==> src/rtl/i_buffer_pkg.sv <==
// Shared widths and entry layout for the decode-to-dispatch instruction buffer.
package i_buffer_pkg;

  localparam int unsigned OPT_WID    = 7;
  localparam int unsigned FUNCT3_WID = 3;
  localparam int unsigned FUNCT6_WID = 6;
  localparam int unsigned REG_WID    = 6;
  localparam int unsigned XLEN       = 32;

  // One buffered instruction: 7+3+6+6+6+6+32 = 66 bits
  localparam int unsigned IB_ENTRY_WID =
    OPT_WID + FUNCT3_WID + FUNCT6_WID + 3 * REG_WID + XLEN;

  // Field-pack bit offsets, shared with dispatch; opt sits in the MSBs
  localparam int unsigned IB_IMM_LSB    = 0;
  localparam int unsigned IB_RD_LSB     = IB_IMM_LSB + XLEN;
  localparam int unsigned IB_RS2_LSB    = IB_RD_LSB + REG_WID;
  localparam int unsigned IB_RS1_LSB    = IB_RS2_LSB + REG_WID;
  localparam int unsigned IB_FUNCT6_LSB = IB_RS1_LSB + REG_WID;
  localparam int unsigned IB_FUNCT3_LSB = IB_FUNCT6_LSB + FUNCT6_WID;
  localparam int unsigned IB_OPT_LSB    = IB_FUNCT3_LSB + FUNCT3_WID;

  // Struct view of the same layout (first member = MSBs)
  typedef struct packed {
    logic [OPT_WID-1:0]    opt;
    logic [FUNCT3_WID-1:0] funct3;
    logic [FUNCT6_WID-1:0] funct6;
    logic [REG_WID-1:0]    rs1;
    logic [REG_WID-1:0]    rs2;
    logic [REG_WID-1:0]    rd;
    logic [XLEN-1:0]       imm;
  } ib_entry_t;

endpackage

==> src/rtl/ib_fifo_mem.sv <==
// Instruction buffer storage: register array, one sync write port, one async read port.
module ib_fifo_mem
  import i_buffer_pkg::*;
#(
  parameter int unsigned DEPTH_LOG = 2,
  parameter int unsigned WID       = IB_ENTRY_WID
) (
  input  logic                 clk,
  input  logic                 wr_en,
  input  logic [DEPTH_LOG-1:0] wr_addr,
  input  logic [WID-1:0]       wr_data,
  input  logic [DEPTH_LOG-1:0] rd_addr,
  output logic [WID-1:0]       rd_data
);

  localparam int unsigned DEPTH = 1 << DEPTH_LOG;

  logic [WID-1:0] mem_q [DEPTH];

  // Storage is intentionally not reset; validity is tracked by the occupancy count
  always_ff @(posedge clk) begin
    if (wr_en) mem_q[wr_addr] <= wr_data;
  end

  assign rd_data = mem_q[rd_addr];

endmodule

==> src/rtl/i_buffer.sv <==
// Circular instruction queue between decode and dispatch; flush empties it on redirect.
module i_buffer
  import i_buffer_pkg::*;
#(
  parameter int unsigned DEPTH_LOG = 2
) (
  input  logic                    clk,
  input  logic                    rst,
  input  logic                    flush,
  input  logic                    id_valid,
  output logic                    id_vacant,
  input  logic [OPT_WID-1:0]      id_opt,
  input  logic [FUNCT3_WID-1:0]   id_funct3,
  input  logic [FUNCT6_WID-1:0]   id_funct6,
  input  logic [REG_WID-1:0]      id_rs1,
  input  logic [REG_WID-1:0]      id_rs2,
  input  logic [REG_WID-1:0]      id_rd,
  input  logic [XLEN-1:0]         id_imm,
  input  logic                    ds_ready,
  output logic                    ds_valid,
  output logic [OPT_WID-1:0]      ds_opt,
  output logic [FUNCT3_WID-1:0]   ds_funct3,
  output logic [FUNCT6_WID-1:0]   ds_funct6,
  output logic [REG_WID-1:0]      ds_rs1,
  output logic [REG_WID-1:0]      ds_rs2,
  output logic [REG_WID-1:0]      ds_rd,
  output logic [XLEN-1:0]         ds_imm,
  output logic [DEPTH_LOG:0]      ib_count
);

  localparam int unsigned DEPTH   = 1 << DEPTH_LOG;
  localparam int unsigned CNT_WID = DEPTH_LOG + 1;

  logic [DEPTH_LOG-1:0]    head_q, head_d;
  logic [DEPTH_LOG-1:0]    tail_q, tail_d;
  logic [CNT_WID-1:0]      count_q, count_d;
  logic                    push, pop, wr_en;
  logic [IB_ENTRY_WID-1:0] wr_data, rd_data, ds_entry;

  // Handshakes depend only on registered occupancy: no full-and-pop pass-through
  assign id_vacant = (count_q != CNT_WID'(DEPTH));
  assign ds_valid  = (count_q != '0);
  assign push      = id_valid & id_vacant;
  assign pop       = ds_valid & ds_ready;
  assign ib_count  = count_q;

  // Pack decode fields into one storage word
  always_comb begin
    wr_data = '0;
    wr_data[IB_OPT_LSB    +: OPT_WID]    = id_opt;
    wr_data[IB_FUNCT3_LSB +: FUNCT3_WID] = id_funct3;
    wr_data[IB_FUNCT6_LSB +: FUNCT6_WID] = id_funct6;
    wr_data[IB_RS1_LSB    +: REG_WID]    = id_rs1;
    wr_data[IB_RS2_LSB    +: REG_WID]    = id_rs2;
    wr_data[IB_RD_LSB     +: REG_WID]    = id_rd;
    wr_data[IB_IMM_LSB    +: XLEN]       = id_imm;
  end

  ib_fifo_mem #(
    .DEPTH_LOG (DEPTH_LOG),
    .WID       (IB_ENTRY_WID)
  ) u_mem (
    .clk     (clk),
    .wr_en   (wr_en),
    .wr_addr (tail_q),
    .wr_data (wr_data),
    .rd_addr (head_q),
    .rd_data (rd_data)
  );

  // Empty buffer presents zero fields so stale storage never leaks out
  assign ds_entry  = ds_valid ? rd_data : '0;
  assign ds_opt    = ds_entry[IB_OPT_LSB    +: OPT_WID];
  assign ds_funct3 = ds_entry[IB_FUNCT3_LSB +: FUNCT3_WID];
  assign ds_funct6 = ds_entry[IB_FUNCT6_LSB +: FUNCT6_WID];
  assign ds_rs1    = ds_entry[IB_RS1_LSB    +: REG_WID];
  assign ds_rs2    = ds_entry[IB_RS2_LSB    +: REG_WID];
  assign ds_rd     = ds_entry[IB_RD_LSB     +: REG_WID];
  assign ds_imm    = ds_entry[IB_IMM_LSB    +: XLEN];

  // Pointer/occupancy next state; flush overrides any same-cycle push or pop
  always_comb begin
    head_d  = head_q;
    tail_d  = tail_q;
    count_d = count_q;
    wr_en   = 1'b0;
    if (flush) begin
      head_d  = '0;
      tail_d  = '0;
      count_d = '0;
    end else begin
      wr_en = push;
      if (push) tail_d = tail_q + DEPTH_LOG'(1);
      if (pop)  head_d = head_q + DEPTH_LOG'(1);
      if (push && !pop)      count_d = count_q + CNT_WID'(1);
      else if (pop && !push) count_d = count_q - CNT_WID'(1);
    end
  end

  // Control state register
  always_ff @(posedge clk or negedge rst) begin
    if (!rst) begin
      head_q  <= '0;
      tail_q  <= '0;
      count_q <= '0;
    end else begin
      head_q  <= head_d;
      tail_q  <= tail_d;
      count_q <= count_d;
    end
  end

endmodule

==> config.mk <==
export PLATFORM = sky130hd
export DESIGN_NAME = i_buffer
export DESIGN_NICKNAME = d
export VERILOG_FILES = /design/src/rtl/i_buffer_pkg.sv /design/src/rtl/ib_fifo_mem.sv /design/src/rtl/i_buffer.sv
export SDC_FILE = /design/constraint.sdc
export NUM_CORES = 1
export LEC_CHECK = 0
export CELL_PAD_IN_SITES_DETAIL_PLACEMENT = 1
export CELL_PAD_IN_SITES_GLOBAL_PLACEMENT = 1
export CORE_UTILIZATION = 51
export DETAILED_ROUTE_END_ITERATION = 8
export GPL_ROUTABILITY_DRIVEN = 0
export GPL_TIMING_DRIVEN = 0
export PLACE_DENSITY = 0.92
export SKIP_CTS_REPAIR_TIMING = 1
export SLEW_MARGIN = 20
export SYNTH_ARGS = -nofsm -noshare
export SYNTH_HDL_FRONTEND = slang
export SYNTH_HIERARCHICAL = 1
export SYNTH_SLANG_ARGS = --single-unit
==> constraint.sdc <==
create_clock -name clk -period 12.5 [get_ports clk]
set_input_delay 2.5 -clock clk [delete_from_list [all_inputs] [get_ports clk]]
set_output_delay 2.5 -clock clk [all_outputs]
set_load 0.01 [all_outputs]
Word level (Yosys, flattened, before mapping)
Memories as Yosys holds them, arrays and structs flattened. Cells that the tools add are included.

Flip-flop bits (word level): 7. Bits in writable memories: 264. Output and inout bits: 71. Memories: 1.

Add/sub/neg operators: 4. Eq/ne operators: 1. Mux-type cells: 11. Bitwise gates (word level): 2. Reduce and logical (&&, ||, !) cells: 8.

Memory list: u_mem.mem_q (depth 4, bits a word 66, read ports 1, clocked after Yosys merged registers in 0, wr ports 1, line ib_fifo_mem.sv:18) `logic [WID-1:0] mem_q [DEPTH];`.

Operator list (number): 2-to-1 mux 66 bit (1); 2-to-1 mux 3 bit (3); 2-to-1 mux 2 bit (4); nonzero test 3 bit (2); adder 2 x 1 -> 2 bit, second input constant (2); nonzero test 2 bit (2); adder 3 x 1 -> 3 bit, second input constant (1); 2-to-1 mux 1 bit (3); != test 3 bit, second input constant (1); subtractor 3 x 1 -> 3 bit, second input constant (1); AND 1 bit (2); logical AND 1 bit (2); zero test 1 bit (2).

Logic depth before layout (Yosys ltp)
Gate-level depths: netlist of the first run.

Depth after elaboration: 7. Depth in mapped cells: 8.

Hierarchy
Netlist of the first run, hierarchy kept.

Modules (own cells, without submodules): ib_fifo_mem (instances 1, cells an instance 348, area each 9549.2 um^2, seq. area each 7927.6 um^2); i_buffer (instances 1, cells an instance 132, area each 996.0 um^2, seq. area each 175.2 um^2).

Worst setup path after synthesis of the first run
No wires, ideal clock.

Path type: input -> register. From: in id_valid. To: mem u_mem/mem_q[0][0] (netlist name) (enable). Arrival time: 7.849 ns. Slack: 4.066 ns. Stages: 4. Path buffers: 1. Cell sequence: buf_2 -> inv_1 -> nor3_1 -> nor3b_1.

Cells in the longest elaborated chain, start to end: 4.

RTL lines: start: declaration (line i_buffer.sv:10) `input logic id_valid,`; AND 1 bit (line i_buffer.sv:43) `assign push = id_valid & id_vacant;`; 2-to-1 mux 1 bit (line i_buffer.sv:87) `if (flush) begin`; named net wr_en (line i_buffer.sv:37) `logic push, pop, wr_en;`; 2-to-1 mux 1 bit (line ib_fifo_mem.sv:22) `if (wr_en) mem_q[wr_addr] <= wr_data;`; 2-to-1 mux 1 bit (implied by the code) (line ib_fifo_mem.sv:22); end: declaration (line ib_fifo_mem.sv:18).

The timed path passes the listed nets, and every way through them passes these cells.

Worst setup path in the final report of the first run
From: reg head_q[0]. To: out ds_opt[2].

Cells in the longest elaborated chain, start to end: 2.

RTL lines: start: declaration (line i_buffer.sv:34) `logic [DEPTH_LOG-1:0] head_q, head_d;`; start signal: assignment (line i_buffer.sv:103) `head_q <= '0;`; start signal: assignment (line i_buffer.sv:107) `head_q <= head_d;`; memory (4 x 66 bit); named net rd_data[61] (line i_buffer.sv:38) `logic [IB_ENTRY_WID-1:0] wr_data, rd_data, ds_entry;`; 2-to-1 mux 66 bit (line i_buffer.sv:72) `assign ds_entry = ds_valid ? rd_data : '0;`; end: declaration (line i_buffer.sv:21) `output logic [OPT_WID-1:0] ds_opt,`.

The timed path passes the listed nets, and every way through them passes these cells.

==> flow_summary.json, run 1 <==
{
  "max_freq_mhz": 195,
  "wl_per_cell_um": 24.6,
  "antenna_found_initial": 0,
  "setup_violations": 0,
  "die_w_um": 146,
  "viasPerCell": 5.54,
  "cp.required_ps": 10000,
  "clock_path_buffers": 3,
  "worst_pin_slew_ps": 689,
  "place_area_um2": 12400,
  "dp_slack_ps": 6950,
  "ys_warn_count": 6,
  "core_um2": 20200,
  "cp_max_fo": 10,
  "wirelength_um": 23400,
  "mostFrequentLayoutCells": "edfxtp_1, clkdlybuf4s50_1, and2_1, mux4_2, clkbuf_16",
  "num_vias": 5275,
  "grt_usage_pct": 22.7,
  "syn_area_per_cell_um2": 22.0,
  "drt_pass1_iterations": 4,
  "synth-edff-count": 264,
  "start_kind": "register",
  "antenna_left": 0,
  "area_growth_pct": 25.8,
  "ys_seq_elements": 271,
  "async_flop_share_pct": 2.58,
  "cts.clk_slew.worst_paths_ps": 60,
  "powerDensity_nw_per_um2": 191,
  "ctsRootBufferMaster": "clkbuf_16",
  "cts_num_sinks": 271,
  "maxSlewHeadroom_pct": 54.1,
  "grt_pass1_wl_um": 35800,
  "maxCapViolations": 0,
  "ys_types": 36,
  "antenna_cells": 0,
  "io_pins": 142,
  "setup-tns-final_ps": 0,
  "die-area_um2": 21300,
  "p_total_mw": 2.53,
  "drive_gt1_share_pct": 20.5,
  "ir_drop_mv": 0.126,
  "drc_errors": 0,
  "min_period_over_period_pct": 41.1,
  "hpwlAfterDp_um": 15200,
  "mostFrequentLayoutCell": "edfxtp_1",
  "syn_inst": 480,
  "cp.arrival_ps": 2630,
  "crit_type": "reg2out",
  "h-tree-depth": 1,
  "power_leakage_nw": 4.28,
  "cts_tree": "yes",
  "hp-class": "reg2reg",
  "layout_setup_ws_ps": 7370,
  "seq_area_frac_synth_pct": 76.8,
  "fin_nets": 733,
  "port_buffers": 140,
  "drtIter0Drc": 246,
  "grt_overflow": 0,
  "netlist_area_um2": 10500,
  "numCtsBuffers": 28,
  "syn_nets": 552,
  "die_y_um": 146,
  "skew_ps": 19.6,
  "fin_crit_ps": 5130,
  "start_util_pct": 52.1,
  "num_rows": 52,
  "final_area_um2": 13300,
  "grt_pass1_vias": 5981,
  "rsz0062_at_grt": "no",
  "grt_max_degree": 35,
  "hold_violations": 0,
  "ys.flop_type": "edfxtp_1",
  "slew_viol_final": 0,
  "cp-end-kind": "output port",
  "status": "finished, final reports clean",
  "clock_latency_ps": 530
}
[state kept, by name (all words and copies together), names as in the netlist]
| signal | count |
|---|---|
| tail_q | 2 |
| head_q | 2 |
| ib_count | 3 |
| u_mem/mem_q | 264 |
[Yosys cell counts (2+ instances only)]
cell / n / area share [%]
a21oi_1: 2 / 0.095
and2_1: 66 / 3.9
and3_1: 2 / 0.12
and3b_1: 3 / 0.25
buf_2: 9 / 0.43
buf_4: 2 / 0.14
buf_6: 10 / 1.1
clkbuf_1: 6 / 0.21
dfrtp_1: 7 / 1.7
edfxtp_1: 264 / 75
inv_1: 5 / 0.18
mux4_2: 66 / 14
nand3_1: 2 / 0.095
nand3b_1: 2 / 0.14
nor2_1: 5 / 0.18
nor3b_1: 2 / 0.14
o21ai_0: 4 / 0.19
or3b_2: 2 / 0.17
xor2_1: 4 / 0.33
[per-stage QoR]
stage	std cells	util (%)	hold WS (ps)
after floorplan	480	-	537
after global placement	890	60.7	585
after detailed placement	901	61.4	633
after CTS	952	65.6	658
after global routing	952	65.6	660
final	952	65.6	639
[power by group]
group	total [mW]	switching, mW	internal (mW)
Clock	0.759	0.318	0.441
Sequential	1.06	0.0152	1.04
Combinational	0.720	0.321	0.400
Total	2.53	0.654	1.88
[cells by family (layout without fill, tap and decap cells)]
logic type | after synthesis | count (layout) | synth area share [%]
DFF | 271 | 271 | 76.8
buffers and inverters | 32 | 234 | 2.03
adders and majority gates | 1 | 1 | 0.190
and+or+nand+nor | 89 | 89 | 5.32
xor gates and xnor gates | 4 | 4 | 0.332
AOI/OAI and AO/OA | 16 | 16 | 1.09
muxes | 67 | 67 | 14.2
[worst max-delay path, cell delays in order (launching register included)]
cell and delay [ps]:
dfrtp_1 450, buf_6 240, buf_6 230, mux4_2 500
and2_1 150, clkdlybuf4s50_1 540
[cell type report]
class / instances / area (µm²)
timing repair buffer: 151 / 1530
sequential: 271 / 8100
inverter: 5 / 18.8
clock buffer: 36 / 752
multi-input combinational: 177 / 2250
tap: 270 / 338
fill: 1688 / 6970
buffer: 27 / 195
clock inverter: 15 / 86.3
[worst paths after layout]
path | cells past startpoint | start | slack, ps | end
min | 2 | ib_count[2] | 640 | ib_count[2]
max | 5 | head_q[0] | 7370 | ds_opt[2]
min in group asynchronous | 1 | rst | 2270 | tail_q[0]
max in group asynchronous | 1 | rst | 9940 | head_q[0]
max reg2reg | 8 | ib_count[1] | 9570 | u_mem/mem_q[0][33]
min reg2reg | 2 | ib_count[2] | 640 | ib_count[2]
[metal layers]
layer  wire (µm)  up-vias  global-route usage (%)
met5           0        -                       0
met4         499        0                    6.84
met3        1020       37                    3.42
met2       12700      160                    40.6
met1        9250     2761                    28.7
li1            -     2317                       -
Power figures use the tool's default switching activity.
==> run 2, diff against run 1 <==
CORE_UTILIZATION = 48   (was 51)
PLACE_DENSITY = 0.88   (was 0.92)
clock period = 4.9 ns   (was 12.5 ns; I/O delays follow)
==> run 2 against run 1 <==
Sequential cell count did not move. Sequential share of layout area shrank 0.53 points. Non-clock buffer count down 1. Largest cell class unchanged. Highest routed layer unchanged. Critical path type unchanged.
==> flow_summary.json, run 2 (synthesis results as in run 1) <==
{
  "port_buffers": 140,
  "start_util_pct": 49.5,
  "dpl.cell_count": 905,
  "drive_gt1_share_pct": 21.5,
  "hold_violations": 0,
  "hold_path_depth": 2,
  "largest_register_ffs": 264,
  "powerDensity_nw_per_um2": 492,
  "maxSlewHeadroom_pct": 49.4,
  "die_w_um": 150,
  "grt_overflow": 0,
  "top_register": "u_mem/mem_q",
  "maxCapViolations": 0,
  "viasPerCell": 5.52,
  "drc_errors": 0,
  "hold-worst-slack_ps": 621,
  "max_freq_mhz": 278,
  "antenna_found_initial": 1,
  "layout_setup_ws_ps": 1300,
  "drt_pass1_iterations": 4,
  "io_pins": 142,
  "wirelength_um": 22600,
  "start_kind": "register",
  "antenna_left": 0,
  "crit_start": "head_q[0]",
  "status": "finished, final reports clean",
  "fin_nets": 732,
  "power_leakage_nw": 4.32,
  "clock_path_buffers": 3,
  "fillers": 1786,
  "core_um2": 21300,
  "multiInputGateArea_um2": 2250,
  "num_vias": 5273,
  "area_growth_pct": 26.9,
  "setup_violations": 0,
  "ctsRootBufferMaster": "clkbuf_16",
  "mostFrequentLayoutCells": "edfxtp_1, clkdlybuf4s50_1, and2_1, mux4_2, clkbuf_16",
  "grt_max_degree": 46,
  "cp_max_fo": 10,
  "num_rows": 53,
  "rrSetupSlack_ps": 2150,
  "cts_tree": "yes",
  "worst_r2r_startpoint": "ib_count[1]",
  "slew_viol_final": 0,
  "worst_pin_slew_ps": 760,
  "mostFrequentLayoutCell": "edfxtp_1",
  "crit_end": "ds_opt[0]",
  "crit_type": "reg2out",
  "grt_usage_pct": 20.9,
  "cp.required_ps": 3920,
  "die_y_um": 150,
  "grt_pass1_vias": 5974,
  "wl_per_cell_um": 23.6,
  "reg2regPathDepth": 7,
  "numCtsBuffers": 28,
  "drtIter0Drc": 269,
  "min_period_over_period_pct": 73.5,
  "r2r_end": "u_mem/mem_q[0][41]",
  "skew_ps": 11.7,
  "ir_drop_mv": 0.317,
  "die-area_um2": 22600,
  "dp_slack_ps": 960,
  "hp-class": "reg2reg",
  "clock_latency_ps": 530,
  "h-tree-depth": 1,
  "fin_cells": 955,
  "fin_crit_ps": 3600,
  "cts_num_sinks": 271,
  "rsz0062_at_grt": "no",
  "hpwlAfterDp_um": 14600,
  "cp-end-kind": "output port",
  "cts.clk_slew.worst_paths_ps": 60,
  "seqCellArea_um2": 8100,
  "cp.arrival_ps": 2620,
  "grt_pass1_wl_um": 34600
}
run 2: cell count changes in the layout (fill, tap and decap cells not counted), sizes merged:
cell / delta
buf: -1
bufinv: +2
clkbuf: -2
clkinv: -4
clkinvlp: +1
diode: +1
inv: +1
run 2: worst min-delay path by stage:
stage | from | endpoint | slack, ps
floorplan | head_q[1] | head_q[1] | 540
global placement | head_q[1] | head_q[1] | 600
detailed placement | head_q[1] | head_q[1] | 620
CTS | head_q[1] | head_q[1] | 630
global route | head_q[1] | head_q[1] | 680
finish | head_q[1] | head_q[1] | 620
run 2: critical path, stage by stage (launching register included):
cell and delay [ps]:
dfrtp_1 440, buf_6 230, buf_6 220, mux4_2 530
and2_1 170, clkdlybuf4s50_1 490
run 2: layer usage:
layer / global-route usage (%) / up-vias / part of all wire (%)
met1: 26.1 / 2773 / 40
met2: 38.0 / 148 / 54
met4: 5.76 / 0 / 1.8
met3: 2.91 / 37 / 4.4
li1: - / 2315 / -
met5: 0 / - / 0
run 2: power breakdown:
part | switching [mW] | total (mW) | internal, mW
Combinational | 0.811 | 1.83 | 1.02
Clock | 0.824 | 2.06 | 1.23
Sequential | 0.0385 | 2.69 | 2.65
run 2: layout make-up:
cell class,instances,area share [%]
Timing Repair Buffer,150,11.8
Clock buffer,34,5.56
Antenna cell,1,0.0187
Clock inverter,15,1.13
Buffer,27,1.46
Tap cell,275,2.57
Sequential cell,271,60.5
Multi-Input combinational cell,177,16.8
Inverter,5,0.140
run 2: stage by stage:
step | instance area [µm²] | TNS, ps | util (%) | power (mW)
after global placement | 12300 | -226340 | 57.8 | 4.51
after global routing | 13400 | 0 | 62.9 | 6.85
after floorplan | 10600 | 0 | - | 3.72
final | 13400 | 0 | 62.9 | 6.58
after detailed placement | 12500 | 0 | 58.7 | 4.60
after CTS | 13400 | 0 | 62.9 | 6.67
==> run 3, diff against run 2 <==
CORE_UTILIZATION = 43   (was 48)
PLACE_DENSITY = 0.84   (was 0.88)
clock period = 3.1 ns   (was 4.9 ns; I/O delays follow)
==> run 3 against run 2 <==
Hold slack got worse by 300 ps. Combinational power is 67% higher. Power rose by 61%. Die area up 11%. Utilization down 4.7 points. Setup slack worse by 1300 ps. Cell count increased by 6.2%. Cell area grew 3.2%. Sequential cell count unchanged. Clock skew up 1.3 ps. Critical endpoint is now ds_imm[18]. Largest cell class unchanged.
==> flow_summary.json, run 3 (synthesis results as in run 1) <==
{
  "status": "finished, final reports clean",
  "worst_pin_slew_ps": 690,
  "grt_usage_pct": 18.6,
  "powerDensity_nw_per_um2": 767,
  "ctsRootBufferMaster": "clkbuf_16",
  "fillers": 2032,
  "cp_common_cell": "buf_6",
  "clock_path_buffers": 3,
  "io_pins": 142,
  "port_buffers": 140,
  "numCtsBuffers": 29,
  "antenna_found_initial": 0,
  "ir_drop_mv": 0.469,
  "cpPeakStageDelay_ps": 470,
  "die_y_um": 159,
  "cts_tree": "yes",
  "num_rows": 56,
  "rsz0062_at_grt": "yes",
  "skew_ps": 13.0,
  "drt_pass1_iterations": 4,
  "start_util_pct": 44.4,
  "mostFrequentLayoutCells": "edfxtp_1, clkdlybuf4s50_1, and2_1, mux4_2, dlymetal6s2s_1",
  "grt_pass1_wl_um": 34300,
  "path_cells": "buf_2, or3_4, buf_6, buf_6, and2_1, clkdlybuf4s50_1",
  "h-tree-depth": 1,
  "cts.clk_slew.worst_paths_ps": 60,
  "hp-class": "in2reg",
  "drtIter0Drc": 196,
  "crit_type": "reg2out",
  "crit_slowest_cell": "clkdlybuf4s50_1",
  "core_um2": 23800,
  "setup_violations": 0,
  "hpwlAfterDp_um": 14700,
  "power_leakage_nw": 5.21,
  "cp_max_fo": 10,
  "die-area_um2": 25200,
  "cp.required_ps": 2480,
  "fin_crit_ps": 3090,
  "cp_top_family": "buffers and inverters",
  "slew_viol_final": 0,
  "maxSlewHeadroom_pct": 54.0,
  "drive_gt1_share_pct": 24.6,
  "hold_violations": 0,
  "num_vias": 5309,
  "grt_pass1_vias": 5869,
  "critical_path_buf_inv_count": 4,
  "antenna_left": 0,
  "cts_num_sinks": 271,
  "largest_register_ffs": 264,
  "die_w_um": 159,
  "viasPerCell": 5.24,
  "wirelength_um": 23200,
  "top_register": "u_mem/mem_q",
  "area_growth_pct": 31.0,
  "p_total_mw": 10.6,
  "maxCapViolations": 0,
  "mostFrequentLayoutCell": "edfxtp_1",
  "cp.arrival_ps": 2470,
  "grt_max_degree": 35,
  "fin_nets": 745,
  "start_kind": "register",
  "drc_errors": 0,
  "grt_overflow": 0,
  "min_period_over_period_pct": 99.8,
  "cp-end-kind": "output port",
  "hold-worst-slack_ps": 318,
  "max_freq_mhz": 323,
  "setup-tns-final_ps": 0,
  "antenna_cells": 0,
  "wl_per_cell_um": 22.9,
  "clock_latency_ps": 520
}
[run 3: cell types whose count changed in the layout (fill, tap and decap cells not counted), sizes merged]
cell           before  now
clkinv             10   15
clkbuf             40   39
dlymetal6s2s        0   54
buf                31   43
clkdlybuf4s50     140   86
diode               1    0
[run 3: worst paths after layout]
kind | startpoint | end | slack [ps] | cells after the start
worst min-delay path | flush | head_q[0] | 320 | 2
min in group asynchronous | rst | ib_count[2] | 380 | 1
worst max register to register | ib_count[0] | ib_count[2] | 540 | 8
max in group asynchronous | rst | head_q[0] | 2410 | 1
worst min register to register | ib_count[2] | ib_count[2] | 640 | 2
worst max-delay path | ib_count[0] | ds_imm[18] | 7 | 6
[run 3: layout make-up]
cell class	instances	area (µm²)	share of cell area (%)
multi-input combinational	177	2270	16.4
sequential	271	8100	58.7
timing repair buffer	162	1790	13.0
clock inverter	20	174	1.26
buffer	27	310	2.25
clock buffer	33	741	5.36
tap	319	399	2.89
inverter	5	18.8	0.136
[run 3: metal layers]
metal  track usage [%]  share of wire (%)  vias to the layer above
met5                 0                  0                        -
met4              4.21                1.1                        0
met3              4.06                6.5                       26
met2              32.1                 51                      162
met1              24.0                 41                     2780
li1                  -                  -                     2341
[run 3: power by group]
group / internal [mW] / switching, mW / leakage (nW)
registers: 4.19 / 0.0548 / 2.49
clock network: 1.96 / 1.33 / 0.454
logic: 1.71 / 1.34 / 2.26
total: 7.86 / 2.72 / 5.21
[run 3: per-stage QoR]
stage	std cells	instance area (µm²)	utilization (%)	setup slack, ps
after detailed placement	948	12500	52.8	24.8
final	1014	13800	58.1	7.19
after floorplan	480	10600	-	-24.5
after global placement	939	12400	52.2	-1900
after CTS	1001	13500	56.7	-224
after global routing	1014	13800	58.1	-95.1
